===== src/rtl/key_debouncer.sv =====
// Push-button conditioner: 2-flop synchroniser plus a per-button debounce FSM
// producing a clean level, press/release strobes and a long-press flag.

module key_debouncer_lane #(
   parameter int DEBOUNCE_CYCLES = 1_000_000,
   parameter int LONG_CYCLES     = 50_000_000
) (
   input  logic clk_clk,
   input  logic reset_reset_n,
   input  logic i_s,
   output logic o_level,
   output logic o_press,
   output logic o_release,
   output logic o_long,
   output logic o_long_pulse
);
   localparam int DW = $clog2(DEBOUNCE_CYCLES);
   localparam int LW = $clog2(LONG_CYCLES);
   localparam logic [DW-1:0] DB_MAX = DW'(DEBOUNCE_CYCLES - 1);
   localparam logic [LW-1:0] LG_MAX = LW'(LONG_CYCLES - 1);

   typedef enum logic [1:0] {IDLE, PRESS_WAIT, HELD, RELEASE_WAIT} state_t;

   state_t          r_state;
   logic [DW-1:0]   r_db_cnt;
   logic [LW-1:0]   r_long_cnt;
   logic            r_level, r_press, r_release, r_long, r_long_pulse;

   always_ff @(posedge clk_clk or negedge reset_reset_n) begin
      if (!reset_reset_n) begin
         r_state      <= IDLE;
         r_db_cnt     <= '0;
         r_long_cnt   <= '0;
         r_level      <= 1'b0;
         r_press      <= 1'b0;
         r_release    <= 1'b0;
         r_long       <= 1'b0;
         r_long_pulse <= 1'b0;
      end else begin
         r_press      <= 1'b0;
         r_release    <= 1'b0;
         r_long_pulse <= 1'b0;
         case (r_state)
            IDLE: begin
               if (i_s) begin
                  r_state  <= PRESS_WAIT;
                  r_db_cnt <= '0;
               end
            end
            PRESS_WAIT: begin
               if (!i_s) begin
                  r_state <= IDLE;
               end else if (r_db_cnt == DB_MAX) begin
                  r_state    <= HELD;
                  r_level    <= 1'b1;
                  r_press    <= 1'b1;
                  r_long_cnt <= '0;
               end else begin
                  r_db_cnt <= r_db_cnt + 1'b1;
               end
            end
            HELD: begin
               // Long count keeps running on the cycle that leaves for RELEASE_WAIT.
               if (r_long_cnt != LG_MAX) begin
                  r_long_cnt <= r_long_cnt + 1'b1;
               end else if (!r_long) begin
                  r_long       <= 1'b1;
                  r_long_pulse <= 1'b1;
               end
               if (!i_s) begin
                  r_state  <= RELEASE_WAIT;
                  r_db_cnt <= '0;
               end
            end
            RELEASE_WAIT: begin
               if (i_s) begin
                  r_state <= HELD;
               end else if (r_db_cnt == DB_MAX) begin
                  r_state   <= IDLE;
                  r_level   <= 1'b0;
                  r_release <= 1'b1;
                  r_long    <= 1'b0;
               end else begin
                  r_db_cnt <= r_db_cnt + 1'b1;
               end
            end
            default: r_state <= IDLE;
         endcase
      end
   end

   assign o_level      = r_level;
   assign o_press      = r_press;
   assign o_release    = r_release;
   assign o_long       = r_long;
   assign o_long_pulse = r_long_pulse;
endmodule

module key_debouncer #(
   parameter int N_BTN           = 4,
   parameter int DEBOUNCE_CYCLES = 1_000_000,
   parameter int LONG_CYCLES     = 50_000_000
) (
   input  logic             clk_clk,
   input  logic             reset_reset_n,
   input  logic [N_BTN-1:0] key_n_i,
   output logic [N_BTN-1:0] btn_level_o,
   output logic [N_BTN-1:0] btn_press_o,
   output logic [N_BTN-1:0] btn_release_o,
   output logic [N_BTN-1:0] btn_long_o,
   output logic [N_BTN-1:0] btn_long_pulse_o
);
   logic [N_BTN-1:0] r_sync1, r_sync2;
   logic [N_BTN-1:0] w_s;

   // Synchroniser resets to "released" so a pin held low at reset is seen as a new press.
   always_ff @(posedge clk_clk or negedge reset_reset_n) begin
      if (!reset_reset_n) begin
         r_sync1 <= '1;
         r_sync2 <= '1;
      end else begin
         r_sync1 <= key_n_i;
         r_sync2 <= r_sync1;
      end
   end

   assign w_s = ~r_sync2;

   for (genvar g = 0; g < N_BTN; g++) begin : g_lane
      key_debouncer_lane #(
         .DEBOUNCE_CYCLES (DEBOUNCE_CYCLES),
         .LONG_CYCLES     (LONG_CYCLES)
      ) u_lane (
         .clk_clk      (clk_clk),
         .reset_reset_n(reset_reset_n),
         .i_s          (w_s[g]),
         .o_level      (btn_level_o[g]),
         .o_press      (btn_press_o[g]),
         .o_release    (btn_release_o[g]),
         .o_long       (btn_long_o[g]),
         .o_long_pulse (btn_long_pulse_o[g])
      );
   end
endmodule


===== config.mk =====
export PLATFORM = sky130hd
export DESIGN_NAME = key_debouncer
export DESIGN_NICKNAME = d
export VERILOG_FILES = /design/src/rtl/key_debouncer.sv
export SDC_FILE = /design/constraint.sdc
export NUM_CORES = 1
export LEC_CHECK = 0
export CORE_UTILIZATION = 60
export DETAILED_ROUTE_END_ITERATION = 7
export HOLD_SLACK_MARGIN = 0.15
export PLACE_DENSITY = 0.77
export SYNTH_ARGS = -nofsm -noshare
export SYNTH_HDL_FRONTEND = slang
export SYNTH_SLANG_ARGS = --single-unit

===== constraint.sdc =====
create_clock -name clk_clk -period 2.6 [get_ports clk_clk]
set_input_delay 0.26 -clock clk_clk [delete_from_list [all_inputs] [get_ports clk_clk]]
set_output_delay 0.26 -clock clk_clk [all_outputs]
set_load 0.05 [all_outputs]

# Yosys cells after proc, flatten, opt, wreduce, memory -nomap -nowiden
# Cells that the tools add are included.
dict set report totals {
  output_inout_bits 20
  register_bits 220
  in_bits 6
  wordCells 267
}
dict set report op_classes {
  n_reduce_logical 36
  addsub 8
  muxes 128
  n_eq_ne 60
  bitwise_logic 1
}
# op count
set op_table {}
lappend op_table {{20-bit two-way mux} 20}
lappend op_table {{20-bit one-hot mux with 4 select lines} 4}
lappend op_table {{26-bit two-way mux} 12}
lappend op_table {{26-bit one-hot mux with 2 select lines} 4}
lappend op_table {{26-bit by 1-bit adder with 26-bit output (second input constant)} 4}
lappend op_table {{26-bit inequality test (second input constant)} 4}
lappend op_table {{20-bit by 1-bit adder with 20-bit output (second input constant)} 4}
lappend op_table {{20-bit equality test (second input constant)} 4}
lappend op_table {{4-bit AND reduction} 16}
lappend op_table {{1-bit two-way mux} 52}
lappend op_table {{2-bit two-way mux} 24}
lappend op_table {{2-bit inequality test (second input constant)} 20}
lappend op_table {{2-bit one-hot mux with 4 select lines} 4}
lappend op_table {{2-bit by 1-bit inequality test with 1-bit output (second input constant)} 12}
lappend op_table {{3-bit by 2-bit inequality test with 1-bit output (second input constant)} 8}
lappend op_table {{2-bit nonzero test} 12}
lappend op_table {{5-bit AND reduction} 4}
lappend op_table {{2-bit equality test (second input constant)} 8}
lappend op_table {{1-bit one-hot mux with 2 select lines} 8}
lappend op_table {{2-bit by 1-bit equality test with 1-bit output (second input constant)} 4}
lappend op_table {{2-bit logical NOT} 4}
lappend op_table {{4-bit inverter} 1}

# Longest topological paths before layout
dict set report depth {
  word_depth 4
  mapped_depth 9
  depth_no_buf 7
}

# Modules after synthesis
# Synthesis repeated with hierarchy kept, for this count alone.
dict set report hier_totals {
  hier_cells 1311
  hier_area_um2 12007.8
}
# module instances area_each_um2 cells_each seq_area_each_um2
set by_module_without_submodules {}
lappend by_module_without_submodules {{key_debouncer_lane at g_lane[0].u_lane ...} 3 2955.3 327 1326.3}
lappend by_module_without_submodules {{key_debouncer_lane at g_lane[3].u_lane} 1 2916.5 318 1326.3}
lappend by_module_without_submodules {key_debouncer 1 225.2 12 210.2}

# Worst setup path after synthesis
# No wires, ideal clock.
dict set report synth_timing {
  path_type {reg-to-reg}
  startpoint {register g_lane[3].u_lane.r_db_cnt[0]}
  endpoint {register g_lane[3].u_lane.r_db_cnt[15]}
  path_buffers 1
  stages_incl_launch_ff 9
  synth_period_minus_slack_ns 2.289
  setup_slack_ns 0.311
  required_ns 2.475
  arrival_ns 2.164
  path_cell_list {dfrtp_1 -> ha_1 -> nand3_1 -> nor4_2 -> a31o_2 -> clkbuf_1 -> inv_2 -> nand4_1 -> mux2_2}
}
dict set report synth_via {
  elab_chain_len 4
  word_cells_on_any_way 6
}
# item line
set synth_rtl {}
lappend synth_rtl {{start: declaration} 25} ;# logic [DW-1:0] r_db_cnt;
lappend synth_rtl {{start signal: assignment} 59} ;# r_db_cnt <= r_db_cnt + 1'b1;
lappend synth_rtl {{start signal: assignment} 84} ;# r_db_cnt <= r_db_cnt + 1'b1;
lappend synth_rtl {{20-bit by 1-bit adder with 20-bit output / 20-bit equality test (equally long branches)} n/a}
lappend synth_rtl {{20-bit two-way mux (*)} {53, 78}}
lappend synth_rtl {{20-bit two-way mux (on tied branches)} {76, 51}}
lappend synth_rtl {{20-bit one-hot mux with 4 select lines (*)} 43} ;# case (r_state)
# Every way passes the cells marked *; elsewhere a longest branch is shown, timed or not. The select of a mux whose other input is x is not followed.
# A chain may end at the register's enable or synchronous reset.

# Worst setup path in the final report
dict set report layout_timing {
  startpoint {register g_lane[3].u_lane.r_long_cnt[16]}
  endpoint {register g_lane[3].u_lane.r_long_cnt[4]}
}
dict set report layout_via {
  elab_chain_len 3
}
# item line
set layout_rtl {}
lappend layout_rtl {{start: declaration} 26} ;# logic [LW-1:0] r_long_cnt;
lappend layout_rtl {{start signal: assignment} 65} ;# r_long_cnt <= r_long_cnt + 1'b1;
lappend layout_rtl {{26-bit inequality test} 64} ;# if (r_long_cnt != LG_MAX) begin
lappend layout_rtl {{2-bit by 1-bit inequality test with 1-bit output (no source line)} n/a}
lappend layout_rtl {{4-bit AND reduction (no source line)} n/a}
# No other way between the ends.

==> summary.txt <==
Status
  • Outcome: finished, final reports clean

Die
  • Num ports: 26
  • Core box area: ~0.019 mm²
  • Initial Util: around three fifths
  • Rows: 51
  • DIE WIDTH: approximately 140 µm
  • Die ar.: a little over 0.02 mm²
  • Die height: 143 µm

Synthesis
  • Area leader, netlist: dfrtp_1
  • Warning count from the yosys run: 0
  • Most common cell in the netlist: dfrtp_1
  • Post-Synthesis Net Count: 1293
  • Cell count after synthesis: between 1k and 1.5k
  • Post-synth top area share: between 40% and 50%
  • Top cells by area, synth: dfrtp_1 44%, nand2_1 4.6%, nand3_1 3.6%
  • Most frequent cells after synthesis: 212 x dfrtp_1, 146 x nand2_1, 85 x nand3_1
  • Register area share after synthesis: 46.3%
  • Netlist cell types: between 70 and 80
  • EDFF count, synth: 0
  • Syn_area_per_cell: approximately 9.3 µm²
  • Async SR Flop Fraction: 100%
  • Synth Cell Area: roughly 0.012 mm²
  • Post-synth top flop: dfrtp_1
  • #FFs+latches synth: 220

Detailed routing
  • ANT nets after route: 0
  • Metal2 WL: between 10000 and 15000 µm
  • Max layer used: met4
  • DR WL/cell: between 15 and 20 µm
  • Via count: approximately 10k
  • DRC Markers: 0
  • Met3 WL: 1060 µm
  • Vias per inst: 6.29
  • First drt pass iteration count: 5
  • Total Routed Length: 25900 µm
  • Wl on met1: roughly 12000 µm
  • DR iter-0 viols: 490

STA
  • Count of final setup violators: 0
  • Period minus WS final: between 2 and 2.5 ns
  • Max Clock Skew: between 0.015 and 0.02 ns
  • Slew headroom: 53.2%
  • Final hold violations: 0
  • RSZ-0062 raised after global routing: no
  • Setup tns final: 0 ns
  • Final Max Slew Viols: 0
  • Fmax: between 400 and 500 MHz
  • Slew @ Worst Pin: between 0.6 and 0.7 ns
  • Period utilization: 91.4%
  • Setup ws final: between 0.2 and 0.25 ns

Placement
  • Placed cell count: about 1.5k
  • Placed inst area: approximately 0.013 mm²
  • Setup Slack @ Placement: ~0.13 ns
  • PortBufs: 25
  • Final GP Congestion: roughly 0.9
  • DP Wirelength: 17100 µm

Clock tree
  • Latest clock arrival within the worst-skew pair: 0.53 ns
  • CTS tree: built
  • H-tree depth: 1
  • Clk slew on worst S/H paths: approximately 0.060 ns
  • CTS Buf Count: 24
  • CTS Root Buffer Type: clkbuf_16
  • Clk sinks: 220
  • Max Buffers Root-to-Sink: 3
  • Setup Buffers After CTS: 0

Global routing
  • First-pass GRT wire length: between 40000 and 50000 µm
  • Overflow after GRT: 0
  • Initial antenna violation count: 0
  • GRT Overall Usage: a little over a quarter
  • Largest net degree at the start of global routing: just over 80
  • Number of global-route vias before repair: 9508

Finish
  • Ant diodes: 0
  • Share of layout cells above drive strength 1: around a tenth
  • Final core occ: 69.0%
  • Layout area overhead: 12.6%
  • Final #Nets: ~1.3k
  • Fin area: around 0.013 mm²
  • Layout Cells excl Fill: roughly 1.6k
  • FILL cells: 1518

Run
  • Max Cap Viol: 0

Worst setup path
  • Worst EP required: 3.04 ns
  • CP endpoint kind: flop
  • Startpoint class of the critical path: flop
  • R2r worst-path depth: 6
  • Crit Path Max Fanout: 8
  • WS Path Type: reg2reg
  • CP arrival: about 2.8 ns

Worst hold path
  • Hold Crit Class: in2reg
  • Hold path cells: 1

Pwr
  • Leakage: 5.82 nW
  • Peak VDD IR: roughly 0.47 mV
  • PwrDens: between 500 and 600 mW/mm²
## metrics by stage
step	total power, W	hold WS, ns
after CTS	0.00752	0.175
final	0.00744	0.191
after global placement	0.00383	0.307
after floorplan	0.00370	-0.0356
after global routing	0.00770	0.186
after detailed placement	0.00384	0.304
## cells in the final DEF (no fill, tap or decap), types with 43 or more instances in the layout
cell	count
nand3_1	85
dfrtp_1	212
buf_4	46
nor3_1	43
o21ai_0	52
nor2_1	68
and3_1	48
a21oi_1	58
nand2_1	146
nand4_1	46
## cells by family after synthesis
logic type	count (synthesis)	share of synthesized area [%]
simple gates	602	27.5
compound gates	292	16.8
flops	220	46.3
buf+inv	102	4.16
xor+xnor	32	2.35
mux	23	2.03
fa+ha+maj	8	0.839
## area by class of cell
type	count	area, µm²	share of cell area (%)
clock buffer	33	694	5.17
clock inverter	11	171	1.28
inverter	22	82.6	0.615
multi-input combinational	957	5940	44.2
sequential	220	5520	41.1
tap	265	332	2.47
timing repair buffer	78	701	5.22
## flip-flops by register name (all words and copies together), names as in the netlist, named ones only
signal,flops
g_lane.u_lane.r_long_cnt,104
r_sync2,4
g_lane.u_lane.o_level,4
g_lane.u_lane.o_long,4
g_lane.u_lane.o_release,4
g_lane.u_lane.o_press,4
r_sync1,4
g_lane.u_lane.r_state,4
g_lane.u_lane.r_db_cnt,80
g_lane.u_lane.o_long_pulse,4
## timing repair
| action | in CTS | in global routing |
|---|---|---|
| hold buffers | 4 | 0 |
| hold endpoints to repair | 81 | 0 |
| resized for setup | 0 | 3 |
| endpoints found under the setup margin | 0 | 14 |
## where the power goes
part / leakage (nW) / switching [W] / internal [W]
Clock: 0.422 / 0.00139 / 0.00227
Sequential: 3.03 / 0.0000563 / 0.00348
Combinational: 2.37 / 0.000163 / 0.0000831
Total: 5.82 / 0.00161 / 0.00583
## worst paths after layout
| check | from | end | slack (ns) |
|---|---|---|---|
| worst max register to register | g_lane[3].u_lane.r_long_cnt[16]$_DFFE_PN0P_ | g_lane[3].u_lane.r_long_cnt[4]$_DFFE_PN0P_ | 0.22 |
| min in group asynchronous | reset_reset_n | g_lane[2].u_lane.o_press$_DFF_PN0_ | 0.34 |
| worst min-delay path | key_n_i[2] | r_sync1[2]$_DFF_PN1_ | 0.19 |
| worst min register to register | r_sync1[3]$_DFF_PN1_ | r_sync2[3]$_DFF_PN1_ | 0.36 |
| max in group asynchronous | reset_reset_n | r_sync2[1]$_DFF_PN1_ | 1.47 |
| worst max-delay path | g_lane[3].u_lane.r_long_cnt[16]$_DFFE_PN0P_ | g_lane[3].u_lane.r_long_cnt[4]$_DFFE_PN0P_ | 0.22 |
## critical path: stages, from the launching register on
cell and delay, ns:
dfrtp_1 0.43, or4_1 0.52, or4_4 0.59, o21ai_4 0.23, buf_4 0.19, nand2_2 0.11, a31oi_1 0.21
## metal layers
| layer | vias up | GRT usage, % |
|---|---|---|
| met5 | - | 0 |
| met4 | 0 | 6.68 |
| met3 | 41 | 3.42 |
| met2 | 220 | 44.8 |
| met1 | 4867 | 37.2 |
| li1 | 4848 | - |
Power figures use the tool's default switching activity.
